File: src/rtl/pipeline_ctrl_pkg.sv
// Shared definitions for the pipeline stall/flush sequencer and its helpers.
package pipeline_ctrl_pkg;

   typedef enum logic {
      RUN   = 1'b0,
      FLUSH = 1'b1
   } ctrl_state_e;

   localparam int FLUSH_CYCLES_DEF = 2;

   localparam logic [4:0] X0 = 5'd0;

endpackage

File: src/rtl/hazard_detect.sv
// Combinational load-use compare between the IF/ID consumer and the EX producer.
// Register x0 is never a real dependency because writes to it are discarded.
module hazard_detect
   import pipeline_ctrl_pkg::*;
(
   input  logic [4:0] id_rs1,
   input  logic [4:0] id_rs2,
   input  logic       id_uses_rs1,
   input  logic       id_uses_rs2,
   input  logic [4:0] ex_rd,
   input  logic       ex_rf_wb_en,
   input  logic       ex_load_en,
   input  logic       ex_valid,
   output logic       lu
);

   logic producer_is_load;
   logic rs1_match;
   logic rs2_match;

   // A live load writing a non-zero register hazards any decoded reader of that register.
   always_comb begin
      producer_is_load = ex_valid & ex_load_en & ex_rf_wb_en & (ex_rd != X0);
      rs1_match        = id_uses_rs1 & (id_rs1 == ex_rd);
      rs2_match        = id_uses_rs2 & (id_rs2 == ex_rd);
      lu               = producer_is_load & (rs1_match | rs2_match);
   end

endmodule

File: src/rtl/pipeline_ctrl.sv
// Stall/flush sequencer for the 3-stage core: load-use bubbles, post-redirect
// squash of wrong-path fetches, whole-pipe freeze on memory busy, and the
// stall/flush performance counters.
module pipeline_ctrl
   import pipeline_ctrl_pkg::*;
#(
   parameter int FLUSH_CYCLES = FLUSH_CYCLES_DEF,
   parameter int CNT_W        = 32
)
(
   input  logic             clk,
   input  logic             rst,
   input  logic [4:0]       id_rs1,
   input  logic [4:0]       id_rs2,
   input  logic             id_uses_rs1,
   input  logic             id_uses_rs2,
   input  logic [4:0]       ex_rd,
   input  logic             ex_rf_wb_en,
   input  logic             ex_load_en,
   input  logic             ex_valid,
   input  logic             ex_redirect,
   input  logic             mem_busy,
   output logic             pc_en,
   output logic             ifid_en,
   output logic             ifid_kill,
   output logic             ex_bubble,
   output logic             exma_en,
   output logic [CNT_W-1:0] stall_cnt,
   output logic [CNT_W-1:0] flush_cnt
);

   // Squash cycles still owed after the redirect cycle itself.
   localparam logic [2:0]       FLUSH_RELOAD = 3'(FLUSH_CYCLES - 1);
   localparam logic [CNT_W-1:0] CNT_ONE      = CNT_W'(1);

   ctrl_state_e      state_q, state_d;
   logic [2:0]       remaining_q, remaining_d;
   logic             kill_q, kill_d;
   logic [CNT_W-1:0] stall_cnt_q, stall_cnt_d;
   logic [CNT_W-1:0] flush_cnt_q, flush_cnt_d;
   logic             lu;

   hazard_detect u_hazard_detect (
      .id_rs1      (id_rs1),
      .id_rs2      (id_rs2),
      .id_uses_rs1 (id_uses_rs1),
      .id_uses_rs2 (id_uses_rs2),
      .ex_rd       (ex_rd),
      .ex_rf_wb_en (ex_rf_wb_en),
      .ex_load_en  (ex_load_en),
      .ex_valid    (ex_valid),
      .lu          (lu)
   );

   // Prioritised next-state and output selection: reset, freeze, redirect, flush, load-use, normal.
   always_comb begin
      state_d     = state_q;
      remaining_d = remaining_q;
      kill_d      = kill_q;
      stall_cnt_d = stall_cnt_q;
      flush_cnt_d = flush_cnt_q;
      pc_en       = 1'b1;
      ifid_en     = 1'b1;
      ifid_kill   = 1'b0;
      ex_bubble   = 1'b0;
      exma_en     = 1'b1;

      if (rst) begin
         ifid_kill = 1'b1;
         ex_bubble = 1'b1;
      end else if (mem_busy) begin
         pc_en       = 1'b0;
         ifid_en     = 1'b0;
         exma_en     = 1'b0;
         ifid_kill   = kill_q;
         stall_cnt_d = stall_cnt_q + CNT_ONE;
      end else if (ex_redirect) begin
         ifid_kill   = 1'b1;
         ex_bubble   = 1'b1;
         kill_d      = 1'b1;
         flush_cnt_d = flush_cnt_q + CNT_ONE;
         if (FLUSH_RELOAD != 3'd0) begin
            state_d     = FLUSH;
            remaining_d = FLUSH_RELOAD;
         end else begin
            state_d     = RUN;
            remaining_d = 3'd0;
         end
      end else if (state_q == FLUSH) begin
         ifid_kill   = 1'b1;
         ex_bubble   = 1'b1;
         kill_d      = 1'b1;
         flush_cnt_d = flush_cnt_q + CNT_ONE;
         if (remaining_q <= 3'd1) begin
            state_d     = RUN;
            remaining_d = 3'd0;
         end else begin
            remaining_d = remaining_q - 3'd1;
         end
      end else if (lu) begin
         pc_en       = 1'b0;
         ifid_en     = 1'b0;
         ex_bubble   = 1'b1;
         kill_d      = 1'b0;
         stall_cnt_d = stall_cnt_q + CNT_ONE;
      end else begin
         kill_d = 1'b0;
      end
   end

   // State, squash countdown, held kill flag and counters, cleared synchronously.
   always_ff @(posedge clk) begin
      if (rst) begin
         state_q     <= RUN;
         remaining_q <= 3'd0;
         kill_q      <= 1'b0;
         stall_cnt_q <= '0;
         flush_cnt_q <= '0;
      end else begin
         state_q     <= state_d;
         remaining_q <= remaining_d;
         kill_q      <= kill_d;
         stall_cnt_q <= stall_cnt_d;
         flush_cnt_q <= flush_cnt_d;
      end
   end

   assign stall_cnt = stall_cnt_q;
   assign flush_cnt = flush_cnt_q;

endmodule

File: config.mk
export PLATFORM = sky130hd
export DESIGN_NAME = pipeline_ctrl
export DESIGN_NICKNAME = d
export VERILOG_FILES = /design/src/rtl/pipeline_ctrl_pkg.sv /design/src/rtl/hazard_detect.sv /design/src/rtl/pipeline_ctrl.sv
export SDC_FILE = /design/constraint.sdc
export NUM_CORES = 1
export LEC_CHECK = 0
export BUFFER_PORTS_ARGS = -buffer_cell sky130_fd_sc_hd__buf_2
export CAP_MARGIN = 20
export CORE_ASPECT_RATIO = 0.6
export CORE_MARGIN = 4
export CORE_UTILIZATION = 55
export CTS_BUF_LIST = sky130_fd_sc_hd__clkbuf_8
export CTS_CLUSTER_DIAMETER = 120
export DETAILED_ROUTE_END_ITERATION = 10
export MAX_ROUTING_LAYER = met4
export PLACE_DENSITY = 0.9
export SKIP_LAST_GASP = 1
export SLEW_MARGIN = 10
export SYNTH_ARGS = -nofsm -noshare
export SYNTH_HDL_FRONTEND = slang
export SYNTH_SLANG_ARGS = --single-unit
File: constraint.sdc
create_clock -name clk -period 5.15 [get_ports clk]
set_input_delay 0.7725 -clock clk [delete_from_list [all_inputs] [get_ports clk]]
set_output_delay 0.7725 -clock clk [all_outputs]
set_load 0.01 [all_outputs]
# == After elaboration in Yosys (flattened, before gate mapping) ==
# Index checks and enable logic that the tools add are counted.
# totals
in_bits,24
register_bits,69
# op_classes
order_cmp,1
n_eq_ne,4
n_addsub,3
n_reduce_logical,5
muxes,28
n_bitwise,8
# ops
op,n
two-way mux 32 bit,6
adder 32 x 1 -> 32 bit (second input constant),2
two-way mux 1 bit,19
equality test 5 bit,2
two-way mux 3 bit,3
bitwise AND 1 bit,6
nonzero test 5 bit,1
nonzero test 2 bit,2
less-or-equal comparator 3 x 1 -> 1 bit (second input constant),1
AND reduction 3 bit,1
subtractor 3 x 1 -> 3 bit (second input constant),1
inequality test 2 x 1 -> 1 bit (second input constant),1
inequality test 2 bit (second input constant),1
AND reduction 2 bit,1
NOT 1 bit,1
OR 1 bit,1

# == Longest topological paths before layout ==
# logic_depth
depth_word,9
ltp_mapped,8

# == Modules after synthesis ==
# From an unflattened synthesis, not the netlist that was laid out.
# hier_totals
hier_cells,427
area_unflattened_um2,3602.2
# by_module_without_submodules
module,cells_per_inst,area_per_inst_um2,seq_area_each_um2,n_inst
pipeline_ctrl,410,3470.8,1381.3,1
hazard_detect,17,131.4,0.0,1

# == Least setup slack after synthesis ==
# Ideal clock, no wire load.
# synth_path
path_kind,input-to-output
from,in ex_rd[2]
to,out pc_en
path_stages,8
t_arrival_ns,2.500
slack_ns,1.877
path_buffers,3
path_cell_list,xor2_1 > nor4_1 > a32oi_1 > o31a_1 > buf_2 > buf_2 > or2_2 > buf_4
# synth_between
elab_chain_cells,9
word_cells_on_any_way,13
classes_between,eq/ne (2); mux (5); bitwise (5); reduce/logical (1)
# synth_lines
element,line_no,source
start: declaration,pipeline_ctrl.sv:17,"input logic [4:0] ex_rd,"
equality test 5 bit (on tied branches),"hazard_detect.sv:24, hazard_detect.sv:25",
bitwise AND 1 bit (on tied branches),"hazard_detect.sv:24, hazard_detect.sv:25",
OR 1 bit,hazard_detect.sv:26,lu = producer_is_load & (rs1_match | rs2_match);
bitwise AND 1 bit (*),hazard_detect.sv:26,
two-way mux 1 bit (*) (5 in a row),-,
end: declaration,pipeline_ctrl.sv:23,"output logic pc_en,"
# Mark *: on every way between the ends. The rest lies on a longest branch, timed or not.

# == Final worst setup path ==
# layout_path
from,in ex_rd[1]
to,out ifid_en
# layout_between
elab_chain_cells,9
word_cells_on_any_way,13
classes_between,eq/ne (2); mux (5); bitwise (5); reduce/logical (1)
# layout_lines
element,line_no,source
equality test 5 bit (on tied branches),"hazard_detect.sv:24, hazard_detect.sv:25",
bitwise AND 1 bit (on tied branches),"hazard_detect.sv:24, hazard_detect.sv:25",
OR 1 bit,hazard_detect.sv:26,
bitwise AND 1 bit (*),hazard_detect.sv:26,
two-way mux 1 bit (*),pipeline_ctrl.sv:100,end else if (lu) begin
two-way mux 1 bit (*),pipeline_ctrl.sv:89,end else if (state_q == FLUSH) begin
two-way mux 1 bit (*),pipeline_ctrl.sv:77,end else if (ex_redirect) begin
two-way mux 1 bit (*),pipeline_ctrl.sv:71,end else if (mem_busy) begin
two-way mux 1 bit (*),pipeline_ctrl.sv:68,if (rst) begin
end: declaration,pipeline_ctrl.sv:24,"output logic ifid_en,"
# Marked as above.

==> flow_summary.yaml <==
global_routing:
  grt_max_degree: 60
  grt_use_total_pct: 23.7
  grt_antenna_before_repair: 0
  grt_pass1_wl_mm: 13.2
  grt_pass1_vias: 2868
  grt_remaining_overflow: 0
synth:
  synth_xor_area_share_pct: 10.3
  synth_compound_area_share_pct: 13.3
  synth_async_sr_flop_share_pct: 0
  synthDominantCellAreaShare_pct: 41.6
  synth_cells: 398
  netlist_top_cells_area: "dfxtp_1 (42%), xor2_1 (7.9%), a21oi_1 (5.3%)"
  synthSimpleGateAreaFrac_pct: 28.7
  synthAdderAreaFrac_pct: 1.13
  syn_avg_cell_area_um2: 8.34
  syn_nets: 425
  synth_edf_count: 0
  synth_cell_types: 39
  synth_common_cells: "dfxtp_1 (69), nor2_1 (44), a21oi_1 (35), xor2_1 (30), nand2_1 (28)"
  synth_mux_area_share_pct: 1.58
  synth-main-ff-cell: "dfxtp_1"
  synth_area_leader_cell: "dfxtp_1"
  ys_ff_latch: 69
  ys_seq_area_share_pct: 41.6
  synth_most_common_cell: "dfxtp_1"
  synth_top_family_by_area: "simple AND/OR/NAND/NOR gates"
  netlist_area_um2: 3320
  ys_warn_count: 0
detailed_routing:
  num_vias: 3155
  drt-met1-wl_mm: 3.88
  highest_layer: "met4"
  wl_met2_mm: 3.68
  ant_nets: 0
  remaining_drc_errors: 0
  first_pass_iters: 4
  wirelength_mm: 8.24
  post_drt_wl_per_cell_um: 14.5
  met3_length_um: 612
  drt_iter0_markers: 161
  viasPerCell: 5.54
pwr:
  p_sw_w: 0.000247
  pwr-share-clk_pct: 46.6
  vdd_drop_max_v: 0.000163
  combPwrFrac_pct: 5.4
  p_leak_nw: 1.62
  power_density_nw_per_um2: 279
  p_int_w: 0.000882
  power.share.switching_pct: 21.9
  p_seq_share_pct: 48.0
floorplan:
  chipWidth_um: 108
  ios: 93
  initial_core_util_pct: 58.2
  die_h_um: 68.2
  core-area_um2: 5700
  rows: 21
  dieArea_um2: 7380
setup_path:
  cp-end-kind: "output port"
  crit_fanout: 34
  start_kind: "input port"
  worstPathRequired_ns: 4.38
  worstSetupPathType: "in2out"
  crit_arrival_ns: 2.54
timing:
  slew_viol_final: 0
  clock_skew_ns: 0.0106
  finalSetupTns_ns: 0
  grt_setup_unrepaired: "false"
  fmax_mhz: 302
  setup_violations: 0
  fin_crit_ns: 3.31
  period_share_pct: 64.3
  worst_slew_pin_slew_ns: 0.773
  fin_ws_ns: 1.84
  hold_viol: 0
  slew_headroom_pct: 48.0
placed_design:
  post-place-cells: 554
  globalplace.congestion: 0.764
  dp_worst_setup_slack_ns: 1.83
  placed_area_um2: 3810
  portBuffers: 92
  place_hpwl_mm: 5.86
cts:
  cts_buffers: 9
  cts_sinks: 69
  post_cts_buffers: 0
  cts.htree.levels: 3
  cts_tree: "yes"
  path_clk_slew_ns: 0.07
  ctsRootBufferMaster: "clkbuf_8"
  postCtsResizedCells: 0
  clock_path_buffers: 2
  cts_hold_buf: 0
  clock_latency_ns: 0.35
worst_hold_path:
  hold_class: "reg2reg"
job:
  maxCapViolCount: 0
run_status:
  status: "complete, no violations"
final_layout:
  antenna_cells: 0
  fin_nets: 512
  post-route-util_pct: 71.0
  fin_area_um2: 4050
  instances_no_fill: 570
  drive_above_1_share_pct: 23.7
  syn2layout_area_growth_pct: 22.1
  fill_cells: 468
==> state kept, by name, indices dropped and copies added, names as in the netlist <==
| register | count |
|---|---|
| flush_cnt | 32 |
| stall_cnt | 32 |
| remaining_q | 3 |
| kill_q | 1 |
| state_q | 1 |
==> power by group through the flow <==
stage / Sequential, W / Clock, W / Combinational (W)
4_1_cts: 0.000542 / 0.000538 / 0.0000613
3_3_place_gp: 0.000554 / 0 / 0.0000586
2_1_floorplan: 0.000555 / 0 / 0.0000362
6_report: 0.000542 / 0.000526 / 0.0000611
5_1_grt: 0.000542 / 0.000562 / 0.0000682
3_5_place_dp: 0.000554 / 0 / 0.0000611
==> layer usage <==
layer | up-vias | GRT usage [%]
met5 | - | -
met4 | 0 | 7.40
met3 | 9 | 8.20
met2 | 84 | 37.0
met1 | 1468 | 29.3
li1 | 1594 | -
==> critical path: stages <==
cell,delay [ns]
buf_2,0.13
xor2_1,0.16
nor4_1,0.25
a32oi_1,0.21
o31a_1,0.32
buf_4,0.23
or2_2,0.32
buf_2,0.15
==> stage by stage <==
stage	hold slack [ns]	total power (W)
floorplan	0.456	0.000591
global placement	0.469	0.000612
detailed placement	0.483	0.000615
CTS	0.500	0.00114
global route	0.511	0.00117
finish	0.496	0.00113
==> cells by family (layout without fill, tap and decap cells) <==
logic type,after synthesis,count (layout)
compound gates,79,79
flops,69,69
buf+inv,26,118
mux,5,5
xor+xnor,39,39
fa+ha+maj,3,3
simple gates,177,177
==> worst paths after layout <==
path	slack, ns	cells past startpoint	start	to
setup reg to reg	2.70	6	stall_cnt[6]$_SDFFE_PP0P_	stall_cnt[31]$_SDFFE_PP0P_
hold reg to reg	0.50	2	kill_q$_SDFF_PP0_	kill_q$_SDFF_PP0_
setup / recovery	1.84	8	ex_rd[1]	ifid_en
hold / removal	0.50	2	kill_q$_SDFF_PP0_	kill_q$_SDFF_PP0_
==> placed cells by master, fill, tap and decap left out, drive strengths merged, types with 2 or more instances in the layout <==
| cell | n |
|---|---|
| buf | 94 |
| clkinv | 2 |
| or3 | 20 |
| and2 | 3 |
| nand4 | 10 |
| dfxtp | 69 |
| or4b | 6 |
| mux2i | 3 |
| o31ai | 8 |
| xor2 | 30 |
| ha | 3 |
| and4 | 9 |
| clkbuf | 9 |
| bufinv | 3 |
| nor2 | 44 |
| nand2b | 4 |
| nor3 | 6 |
| xnor2 | 9 |
| o21ai | 28 |
| nand3 | 22 |
| a21oi | 35 |
| and3 | 6 |
| nor2b | 2 |
| o21bai | 2 |
| mux2 | 2 |
| nor4 | 3 |
| or4 | 9 |
| nand2 | 28 |
| inv | 9 |
| or2 | 4 |
==> cell type report <==
cell class / count / area [um^2] / share of cell area [%]
clock buffers: 9 / 124 / 3.06
flip-flops and latches: 69 / 1380 / 34.1
well taps: 80 / 100 / 2.47
repair buffers: 94 / 475 / 11.7
clock inverters: 7 / 115 / 2.84
inverters: 8 / 30.0 / 0.741
multi-input cells: 303 / 1820 / 45.0
No activity file was read; power rests on OpenSTA's default activity.
